<file path="src/rtl/plot_pkg.sv">
`default_nettype none
// ============================================================================
// Module   : plot_pkg
// Brief    : Shared screen geometry, pixel widths and scheduler state encoding.
// Revision : 1.0
// ============================================================================
package plot_pkg;

    localparam int SCREEN_W = 160;
    localparam int SCREEN_H = 120;
    localparam int COLOUR_W = 3;
    localparam int X_W      = 8;
    localparam int Y_W      = 7;

    typedef enum logic [1:0] {
        IDLE   = 2'd0,
        SELECT = 2'd1,
        START  = 2'd2,
        WAIT   = 2'd3
    } sched_state_t;

endpackage
`default_nettype wire

</file>
<file path="src/rtl/plot_mux.sv">
`default_nettype none
// ============================================================================
// Module   : plot_mux
// Brief    : Registered N-to-1 pixel mux; outputs zero when not enabled.
// Revision : 1.0
// ============================================================================
module plot_mux
    import plot_pkg::*;
#(
    parameter int NUM_CLIENTS = 4,
    parameter int IDX_W       = 2
) (
    input  logic                          clk,
    input  logic                          rst,
    input  logic                          valid,
    input  logic [IDX_W-1:0]              idx,
    input  logic [NUM_CLIENTS-1:0]        client_we,
    input  logic [NUM_CLIENTS*X_W-1:0]    client_x,
    input  logic [NUM_CLIENTS*Y_W-1:0]    client_y,
    input  logic [NUM_CLIENTS*COLOUR_W-1:0] client_colour,
    output logic [X_W-1:0]                x,
    output logic [Y_W-1:0]                y,
    output logic [COLOUR_W-1:0]           colour,
    output logic                          writeEn
);

    logic [X_W-1:0]      sel_x;
    logic [Y_W-1:0]      sel_y;
    logic [COLOUR_W-1:0] sel_colour;
    logic                sel_we;

    always_comb begin
        sel_x      = client_x[idx*X_W +: X_W];
        sel_y      = client_y[idx*Y_W +: Y_W];
        sel_colour = client_colour[idx*COLOUR_W +: COLOUR_W];
        sel_we     = client_we[idx];
    end

    always_ff @(posedge clk or posedge rst) begin
        if (rst) begin
            x       <= '0;
            y       <= '0;
            colour  <= '0;
            writeEn <= 1'b0;
        end else if (valid) begin
            x       <= sel_x;
            y       <= sel_y;
            colour  <= sel_colour;
            writeEn <= sel_we;
        end else begin
            x       <= '0;
            y       <= '0;
            colour  <= '0;
            writeEn <= 1'b0;
        end
    end

endmodule
`default_nettype wire

</file>
<file path="src/rtl/plot_scheduler.sv">
`default_nettype none
// ============================================================================
// Module   : plot_scheduler
// Brief    : Runs active draw clients in priority order each frame, sharing one
//            VGA adapter write port, with per-client timeout and tick queuing.
// Revision : 1.0
// ============================================================================
module plot_scheduler
    import plot_pkg::*;
#(
    parameter int NUM_CLIENTS = 4,
    parameter int TIMEOUT     = 20000,
    parameter int IDX_W       = 2
) (
    input  logic                            CLOCK_50,
    input  logic                            reset,
    input  logic                            frame_tick,
    input  logic [NUM_CLIENTS-1:0]          client_active,
    input  logic [NUM_CLIENTS-1:0]          client_done,
    input  logic [NUM_CLIENTS-1:0]          client_we,
    input  logic [NUM_CLIENTS*X_W-1:0]      client_x,
    input  logic [NUM_CLIENTS*Y_W-1:0]      client_y,
    input  logic [NUM_CLIENTS*COLOUR_W-1:0] client_colour,
    output logic [NUM_CLIENTS-1:0]          client_start,
    output logic [X_W-1:0]                  x,
    output logic [Y_W-1:0]                  y,
    output logic [COLOUR_W-1:0]             colour,
    output logic                            writeEn,
    output logic                            busy,
    output logic                            frame_done,
    output logic                            timeout_err,
    output logic [7:0]                      overrun_cnt
);

    localparam int              TIMER_W    = $clog2(TIMEOUT) + 1;
    localparam logic [IDX_W:0]  IDX_END    = (IDX_W+1)'(NUM_CLIENTS);
    localparam logic [TIMER_W-1:0] TIMER_LAST = TIMER_W'(TIMEOUT - 1);

    sched_state_t        state, state_nx;
    logic [IDX_W:0]      idx, idx_nx;
    logic [TIMER_W-1:0]  timer, timer_nx;
    logic                pending, pending_nx;
    logic                timeout_hit;
    logic                overrun_inc;
    logic [IDX_W-1:0]    sel;

    assign sel = idx[IDX_W-1:0];

    always_ff @(posedge CLOCK_50 or posedge reset) begin
        if (reset) begin
            state       <= IDLE;
            idx         <= '0;
            timer       <= '0;
            pending     <= 1'b0;
            timeout_err <= 1'b0;
            overrun_cnt <= '0;
        end else begin
            state   <= state_nx;
            idx     <= idx_nx;
            timer   <= timer_nx;
            pending <= pending_nx;
            if (timeout_hit)
                timeout_err <= 1'b1;
            if (overrun_inc)
                overrun_cnt <= overrun_cnt + 8'd1;
        end
    end

    always_comb begin
        state_nx    = state;
        idx_nx      = idx;
        timer_nx    = timer;
        timeout_hit = 1'b0;
        case (state)
            IDLE: begin
                if (frame_tick || pending) begin
                    state_nx = SELECT;
                    idx_nx   = '0;
                end
            end
            SELECT: begin
                if (idx == IDX_END)
                    state_nx = IDLE;
                else if (client_active[sel])
                    state_nx = START;
                else
                    idx_nx = idx + 1'b1;
            end
            START: begin
                timer_nx = '0;
                state_nx = WAIT;
            end
            WAIT: begin
                timer_nx = timer + 1'b1;
                // done takes precedence over a timeout landing on the same cycle
                if (client_done[sel]) begin
                    idx_nx   = idx + 1'b1;
                    state_nx = SELECT;
                end else if (timer == TIMER_LAST) begin
                    timeout_hit = 1'b1;
                    idx_nx      = idx + 1'b1;
                    state_nx    = SELECT;
                end
            end
            default: state_nx = IDLE;
        endcase
    end

    // A tick arriving as IDLE consumes a pending frame becomes the new pending one
    always_comb begin
        pending_nx  = pending;
        overrun_inc = 1'b0;
        if (state == IDLE) begin
            pending_nx = pending & frame_tick;
        end else if (frame_tick) begin
            if (pending)
                overrun_inc = (overrun_cnt != 8'hFF);
            else
                pending_nx = 1'b1;
        end
    end

    always_comb begin
        client_start = '0;
        if (state == START)
            client_start[sel] = 1'b1;
    end

    assign busy       = (state != IDLE);
    assign frame_done = (state == SELECT) && (idx == IDX_END);

    plot_mux #(
        .NUM_CLIENTS (NUM_CLIENTS),
        .IDX_W       (IDX_W)
    ) u_mux (
        .clk           (CLOCK_50),
        .rst           (reset),
        .valid         (state == WAIT),
        .idx           (sel),
        .client_we     (client_we),
        .client_x      (client_x),
        .client_y      (client_y),
        .client_colour (client_colour),
        .x             (x),
        .y             (y),
        .colour        (colour),
        .writeEn       (writeEn)
    );

endmodule
`default_nettype wire

</file>
<file path="config.mk">
export PLATFORM = sky130hd
export DESIGN_NAME = plot_scheduler
export DESIGN_NICKNAME = d
export VERILOG_FILES = /design/src/rtl/plot_pkg.sv /design/src/rtl/plot_mux.sv /design/src/rtl/plot_scheduler.sv
export SDC_FILE = /design/constraint.sdc
export NUM_CORES = 1
export LEC_CHECK = 0
export CORE_MARGIN = 2
export CORE_UTILIZATION = 46
export CTS_CLUSTER_SIZE = 14
export DETAILED_ROUTE_END_ITERATION = 10
export GPL_TIMING_DRIVEN = 1
export PLACE_DENSITY = 0.86
export SLEW_MARGIN = 30
export SYNTH_ARGS = -nofsm -noshare
export SYNTH_HDL_FRONTEND = slang
export SYNTH_SLANG_ARGS = --single-unit
</file>
<file path="constraint.sdc">
create_clock -name CLOCK_50 -period 7.2 [get_ports CLOCK_50]
set_input_delay 0.72 -clock CLOCK_50 [delete_from_list [all_inputs] [get_ports CLOCK_50]]
set_output_delay 0.72 -clock CLOCK_50 [all_outputs]
set_load 0.1 [all_outputs]
</file>
-- Word level (Yosys, flattened, before mapping)
Cells that the tools add are included.
- output and inout port bits: 34
- latch bits: 0
- input port bits: 87
- RAM bits: 0
- memory bits (read-only): 0
- memories: 0
- bits in registers: 50
- reduce and logical (&&, ||, !) cells: 10
- multiplexer cells: 34
- shift-type cells: 3
- bitwise gates (word level): 1
- multiply operators: 2
- $add $sub $neg: 3
- divide/modulo/power cells: 0
- eq/ne operators: 11
- magnitude comparators: 2
- operators with widths (operator ; count):
    16-bit one-hot mux with 2 select lines ; 1
    32-bit by 6-bit variable part select with 8-bit output ; 1
    28-bit by 6-bit variable part select with 7-bit output ; 1
    3-bit two-way mux ; 6
    16-bit by 1-bit adder with 16-bit output (second input constant) ; 1
    16-bit by 15-bit == test with 1-bit output (second input constant) ; 1
    1-bit two-way mux ; 13
    12-bit by 5-bit variable part select with 3-bit output ; 1
    2-bit two-way mux ; 5
    3-bit one-hot mux with 3 select lines ; 1
    8-bit by 1-bit adder with 8-bit output (second input constant) ; 1
    8-bit two-way mux ; 1
    8-bit != test (second input constant) ; 1
    2-bit one-hot mux with 4 select lines ; 1
    7-bit two-way mux ; 1
    1-bit binary-select mux with 2-bit select ; 3
    2-bit != test (second input constant) ; 3
    2-bit nonzero test ; 3
    2-bit by 3-bit multiplier with 5-bit output (second input constant) ; 1
    5-bit AND reduction ; 1
    2-bit == test (second input constant) ; 2
    2-bit by 2-bit multiplier with 4-bit output (second input constant) ; 1
    4-bit two-way mux ; 1
    3-bit by 1-bit adder with 3-bit output (second input constant) ; 1
    other kinds (13) ; 14

-- Longest topological paths before layout
Gate-level depths: netlist of the first run.
- word-level depth: 5
- mapped depth: 9
- gate-level depth less buffers: 7

-- Hierarchy
A second synthesis of the first run with hierarchy kept.
- cell total of the unflattened synthesis: 267
- area total of the unflattened synthesis: 2894.0 um2
- by module, submodules not included (module ; seq. area each (um2) ; area each (um2) ; times used ; cells an instance):
    plot_scheduler ; 775.7 ; 1818.0 ; 1 ; 181
    plot_mux ; 475.5 ; 1076.0 ; 1 ; 86

-- Least setup slack after synthesis of the first run
No wires, ideal clock.
- path type: register to output
- start point: register idx[0]
- end point: output port frame_done
- data required time: 6.480 ns
- cell stages (with the launch flop): 7
- path buffers: 2
- slack: 3.916 ns
- arrival: 2.564 ns
- path through: dfrtp_1 clkbuf_1 buf_1 inv_1 ha_1 nand2_1 nor2_1
- cells in the longest elaborated chain, start to end: 2
- RTL lines (element ; line ; text):
    from (decl) ; plot_scheduler.sv:40 ; logic [IDX_W:0] idx, idx_nx;
    from (signal assigned) ; plot_scheduler.sv:59 ; idx <= idx_nx;
    3-bit == test ; plot_scheduler.sv:130 ; assign frame_done = (state == SELECT) && (idx == IDX_END);
    1-bit logical AND ; plot_scheduler.sv:130 ;
    to (decl) ; plot_scheduler.sv:30 ; output logic frame_done,
No other way between the ends.

-- Final worst setup path of the first run
- start point: register idx[1]
- end point: output port frame_done
Same word-level chain as after synthesis.

==> results of run 1 <==
[worst max-delay path, stage by stage (launching register included)]
cell             delay, ps
dfrtp_2                640
inv_1                  190
ha_1                   220
nand2_1                110
nor2_1                 100
clkdlybuf4s50_1       1140
[power breakdown]
part | switching (W) | leakage (nW) | internal, W
clock | 0.000100 | 0.0563 | 0.000106
combinational | 0.000557 | 1.07 | 0.000304
sequential | 0.0000679 | 0.669 | 0.000344
[area by class of cell]
class | instances | area, sq um | share of cell area [%]
repair buffers | 122 | 1220 | 28.8
flip-flops and latches | 50 | 1250 | 29.7
clock buffers | 5 | 68.8 | 1.63
inverters | 8 | 32.5 | 0.770
well taps | 75 | 93.8 | 2.22
clock inverters | 3 | 48.8 | 1.16
multi-input cells | 177 | 1510 | 35.8
[cell families (layout without fill, tap and decap cells)]
family | Yosys count | count (layout) | share of synthesized area (%)
compound gates | 31 | 31 | 7.58
xor+xnor | 10 | 10 | 3.08
fa+ha+maj | 11 | 11 | 4.85
buf+inv | 21 | 138 | 2.78
flops | 50 | 50 | 44.1
mux | 30 | 30 | 19.1
simple gates | 95 | 95 | 18.5
[Yosys cell counts (2+ instances only)]
library cell	instances	area share [%]
a21o_1	5	1.3
mux2i_1	7	2.5
inv_1	8	1.1
nor2b_1	2	0.44
a21boi_0	2	0.53
and3_1	2	0.44
xnor2_1	5	1.5
a21oi_1	2	0.35
mux2_2	4	1.6
nand2b_1	5	1.1
o21ai_0	13	2.3
dfrtp_1	50	44
buf_1	3	0.40
nand2_1	20	2.6
ha_1	11	4.8
nand4_1	9	2.0
and2_1	23	5.1
nand3_1	12	2.1
nor3b_1	3	0.79
clkbuf_1	10	1.3
xor2_1	5	1.5
o22ai_1	2	0.44
mux4_2	19	15
nor2_1	10	1.3
[sequential cells by signal, summed over array words and instances, names as in the netlist]
signal / count
u_mux.y: 7
timeout_err: 1
u_mux.colour: 3
u_mux.writeEn: 1
state: 2
timer: 16
overrun_cnt: 8
pending: 1
u_mux.x: 8
idx: 3
[per-stage QoR]
stage / instances / setup slack, ps / instance area [sq um]
global route: 440 / 3650 / 4220
CTS: 440 / 3760 / 4220
floorplan: 248 / 3920 / 2840
detailed placement: 432 / 4120 / 4110
global placement: 432 / 3860 / 4100
finish: 440 / 3770 / 4220
[layout by cell type (no fill, tap or decap), types with 2 or more instances in the layout]
cell type	Yosys	layout
buf_4	0	2
inv_1	8	7
ha_1	11	11
nand2b_1	5	5
nor2b_1	2	2
o21ai_0	13	13
a21oi_1	2	2
mux4_2	19	19
mux2_2	4	4
nand4_1	9	9
xor2_1	5	5
nor2_1	10	10
nor3b_1	3	3
mux2i_1	7	7
clkdlybuf4s50_1	0	120
and3_1	2	2
and2_1	23	23
xnor2_1	5	5
a21o_1	5	5
nand3_1	12	12
dfrtp_1	50	49
clkbuf_8	0	5
a21boi_0	2	2
nand2_1	20	20
o22ai_1	2	2
[metal layers]
metal / vias up / track usage [%] / share of wire (%)
li1: 1122 / - / -
met1: 1184 / 24.1 / 37
met5: - / 0 / 0
met3: 24 / 5.54 / 6.8
met4: 0 / 8.52 / 3.2
met2: 88 / 43.5 / 53
[worst paths after layout]
check                       startpoint           to  slack [ps]  cells past startpoint
setup / recovery                idx[1]   frame_done        3770                      5
hold / removal             timeout_err  timeout_err         470                      1
setup reg to reg             timer[13]       idx[2]        4700                      5
hold reg to reg            timeout_err  timeout_err         470                      1
max in group asynchronous        reset       idx[1]        5910                      2
min in group asynchronous        reset   u_mux.y[1]         840                      2
==> results.md, run 1 <==
- Fill count: 438
- Global-route wire length before repair: 11600 microns
- Critical Path AT: 2710 ps
- Post-CTS setup buffer count: 0
- Die Span Y: 82.6 microns
- Post-synthesis cell type count: 40
- RSZ-0062 raised after global routing: no
- Post-CTS Hold Buffers: 0
- Average cell area after synthesis: 11.5 sq um
- Final core utilization: 70.9%
- Max-slew violations: 0
- EDFF count, synth: 0
- Async set-reset flop share out of synthesis: 100%
- Leakage: 1.79 nW
- H-tree depth: 2
- ANT cells: 0
- Status: completed
- Fin crit share: 47.7%
- Critical Path Start Type: register
- Core area: 5960 sq um
- DRT Pass-1 Iters: 4
- Hold Path Class: register to register
- DPL Wire Length: 5810 microns
- Synth Flop Type: dfrtp_1
- # nets final: 462
- CP Max Fanout: 26
- Vias post-DR: 2418
- Seq cells post-synth: 50
- Clock tree buffer depth: 2
- Worst-Margin Slew: 1020 ps
- Clock slew at reported path FFs: 100 ps
- Starting density of the core: 47.7%
- Fmax achieved: 291 MHz
- Layout area overhead: 48.7%
- Relative slew slack: 31.8%
- Clk sinks: 50
- Global Route Usage Sum: 22.8%
- Worst skew pair latency: 310 ps
- Die Span X: 82.6 microns
- Overflow left after global routing: 0
- Root Buffer Master: clkbuf_8
- Hold slack: 468 ps
- Worst clock skew: 7.77 ps
- Crit Path Category: register to output pin
- Via-to-Cell Ratio: 5.50
- Pwr dens: 350 nW/um^2
- Layout cell share with drive strength beyond 1: 11.0%
- Final Power: 0.00148 W
- Crit path time final: 3430 ps
- Fin. Hold Viols: 0
- Peak VDD IR: 349 uV
- Vias in the first global route: 2524
- Routed wire per std cell: 16.6 microns
- Num rows: 28
- Boundary Pins: 121
- GP Congestion: 0.805
- CP endpoint kind: output pin
- TritonCTS clock tree: done
- Die ar.: 6820 sq um
- Setup TNS: 0 ps
- Pin count of the biggest net entering global routing: 51
- PortBufs: 120
- Required time of the worst setup path: 6480 ps
- PostCTS Resize Cnt: 0
- Gate Count Post-Synth: 248
- Maxcap violations: 0
- Inserted Clock Buffers: 5
- 1st-iter DRT viols: 128
- Post-DRT Antenna Nets: 0
- Initial antenna violation count: 0
- Post-synthesis sequential area ratio: 44.1%
- Cell Area, Synth: 2840 sq um
- Final WL: 7320 microns
- Final Setup Violations: 0
- DRC viols: 0
- Yosys warning total: 0
- Post-Syn Nets: 346
Note: power is estimated with default switching activity, not from simulation.
==> inputs of run 2 (changes only) <==
Settings changed: CORE_UTILIZATION 46 to 43, PLACE_DENSITY 0.86 to 0.81.
Clock period 7.2 ns to 3.2 ns, I/O delays scaled along.
==> run 2 against run 1 <==
Utilization fell by 5.1 points. Clock-buffer cell count rose by 1. Die area rose by 6.6%. Register-to-register slack got worse by 4000 ps. Clock power rose by 75%. Via count fell by 2.2%. Clock skew rose by 8.0 ps. Global-route usage fell by 1.9 points. Final cell count rose by 0.91%. Worst setup slack got worse by 3100 ps. Critical path type is now register to register. Largest power group unchanged. Highest routed layer unchanged.
==> results.md, run 2 (same netlist as run 1, synthesis figures left out) <==
- Vias post-DR: 2364 (-2.2%)
- Worst skew pair latency: 310 ps (about the same)
- Fmax achieved: 401 MHz
- Worst path top cell family by delay: simple AND/OR/NAND/NOR gates
- Final Power: 0.00322 W (+120%)
- Final core utilization: 65.9% (-5.1 points)
- CP endpoint kind: register
- Fin. Hold Viols: 0 (unchanged)
- DPL Wire Length: 5550 microns (-4.4%)
- Peak VDD IR: 825 uV (+140%)
- Setup TNS: 0 ps (unchanged)
- Global Route Usage Sum: 21.0% (-1.9 points)
- Crit Path Category: register to register
- ANT cells: 0 (unchanged)
- Hold Path Class: primary input to async pin
- Routed wire per std cell: 16.0 microns (-3.5%)
- Die ar.: 7270 sq um (+6.6%)
- Largest reg by FF count: timer
- Worst path bufs/invs: 0 (-2)
- PortBufs: 120 (unchanged)
- Critical path's slowest cell: or4_4
- Final WL: 7120 microns (-2.7%)
- Die Span X: 85.3 microns (+3.3%)
- Most frequent cells in the layout: 114 x clkdlybuf4s50_1, 50 x dfrtp_1, 23 x and2_1
- Fin crit share: 77.9%
- Inserted Clock Buffers: 5 (unchanged)
- Boundary Pins: 121 (unchanged)
- # nets final: 464 (+0.43%)
- Critical Path AT: 2700 ps (about the same)
- Layout area overhead: 48.1%
- Ordered cell list for the critical path: or4b_4 -> or4_4 -> a2111oi_4 -> o21ai_1 -> a22o_1
- Num rows: 29 (+3.6%)
- Initial antenna violation count: 0 (unchanged)
- Final Setup Violations: 0 (unchanged)
- Sequential group share of total power: 28.0% (about the same)
- Net Sw Frac: 49.7% (+0.68 points)
- Top flop regs: timer: 16 flops, overrun_cnt: 8 flops, u_mux.x: 8 flops
- Via-to-Cell Ratio: 5.32 (-3.1%)
- Core area: 6390 sq um (+7.2%)
- Starting density of the core: 44.5% (-3.2 points)
- Status: completed
- Clock slew at reported path FFs: 100 ps (about the same)
- CP Max Fanout: 6 (-77%)
- Clock tree buffer depth: 2 (unchanged)
- Clk network pwr share: 11.2% (-2.7 points)
- H-tree depth: 2 (unchanged)
- Root Buffer Master: clkbuf_8
- Required time of the worst setup path: 3410 ps (-3070 ps)
- Worst clock skew: 15.8 ps (+7.99 ps)
- Post-CTS Hold Buffers: 0 (unchanged)
- Commonest non-fill, non-tap cell in the layout: clkdlybuf4s50_1
- Die Span Y: 85.3 microns (+3.3%)
- Internal Power: 0.00162 W (+110%)
- Post-DRT Antenna Nets: 0 (unchanged)
- Crit path time final: 2490 ps
- Global-route wire length before repair: 12100 microns (+3.7%)
- Switching pwr: 0.00160 W (+120%)
- GP Congestion: 0.815 (+1.2%)
- R2R Setup Slk: 710 ps (-3990 ps)
- Number of flip-flops in the largest register: 16 (unchanged)
- Overflow left after global routing: 0 (unchanged)
- Relative slew slack: 30.3% (-1.4 points)
- CP peak stage delay: 570 ps (-570 ps)
- 1st-iter DRT viols: 140 (+9.4%)
- Maxcap violations: 0 (unchanged)
- Leakage: 1.81 nW (+0.77%)
- Max-slew violations: 0 (unchanged)
- Pwr dens: 766 nW/um^2 (+120%)
- TritonCTS clock tree: done
- RSZ-0062 raised after global routing: no
- Layout cell share with drive strength beyond 1: 12.5% (+1.6 points)
- PostCTS Resize Cnt: 0 (unchanged)
- Post-CTS setup buffer count: 0 (unchanged)
- Worst-Margin Slew: 1040 ps (+21.6 ps)
- DRC viols: 0 (unchanged)
- DRT Pass-1 Iters: 4 (unchanged)
- Pin count of the biggest net entering global routing: 51 (unchanged)
- Vias in the first global route: 2491 (-1.3%)
- Critical Path Start Type: register
- Clk sinks: 50 (unchanged)
- Gate power share: 60.8% (+2.6 points)
==> run 2: cell count changes in the layout (fill, tap and decap cells not counted), sizes merged <==
cell           change
clkbuf             +1
bufinv             -1
inv                -1
clkdlybuf4s50      -6
clkinvlp           -1
buf                +8
clkinv             +2
==> run 2: metal layers <==
layer / vias up / global-route usage [%] / share of wire, %
met5: - / 0 / 0
met4: 0 / 6.20 / 1.9
met3: 13 / 5.16 / 6.7
met2: 87 / 36.2 / 52
met1: 1139 / 26.1 / 39
li1: 1125 / - / -
==> run 2: final timing paths <==
kind / endpoint / start / cells after the start
worst max-delay path: idx[2] / timer[12] / 5
worst min-delay path: idx[2] / reset / 2
worst max register to register: idx[2] / timer[12] / 5
worst min register to register: timer[15] / timer[15] / 1
max in group asynchronous: u_mux.y[5] / reset / 2
min in group CLOCK_50: timer[15] / timer[15] / 1
==> run 2: worst register-to-register path: cells and delay by family, from the launching register on <==
kind             cells  cell delay (ps)
flip-flops           1              440
AND/OR/NAND/NOR      2             1110
AO/OA/AOI/OAI        3              840
==> run 2: power groups by stage <==
| stage | clock, W | combinational [W] | sequential (W) |
|---|---|---|---|
| final | 0.000361 | 0.00196 | 0.000902 |
| after global routing | 0.000402 | 0.00208 | 0.000927 |
| after CTS | 0.000376 | 0.00198 | 0.000902 |
| after detailed placement | 0 | 0.00197 | 0.000914 |
| after global placement | 0 | 0.00195 | 0.000904 |
| after floorplan | 0 | 0.000846 | 0.00154 |
==> run 2: area by class of cell <==
class / count / area, sq um
fill: 511 / 2180
timing repair buffer: 124 / 1230
tap: 77 / 96.3
clock buffer: 6 / 72.6
clock inverter: 2 / 13.8
multi-input combinational: 177 / 1510
inverter: 8 / 32.5
sequential: 50 / 1250
==> run 2: stage by stage <==
stage	std cells	setup slack, ps	hold WS (ps)	cell area [sq um]
finish	444	706	459	4210
global route	444	634	515	4210
CTS	444	702	487	4210
detailed placement	436	711	477	4120
global placement	436	773	468	4120
floorplan	248	316	447	2840
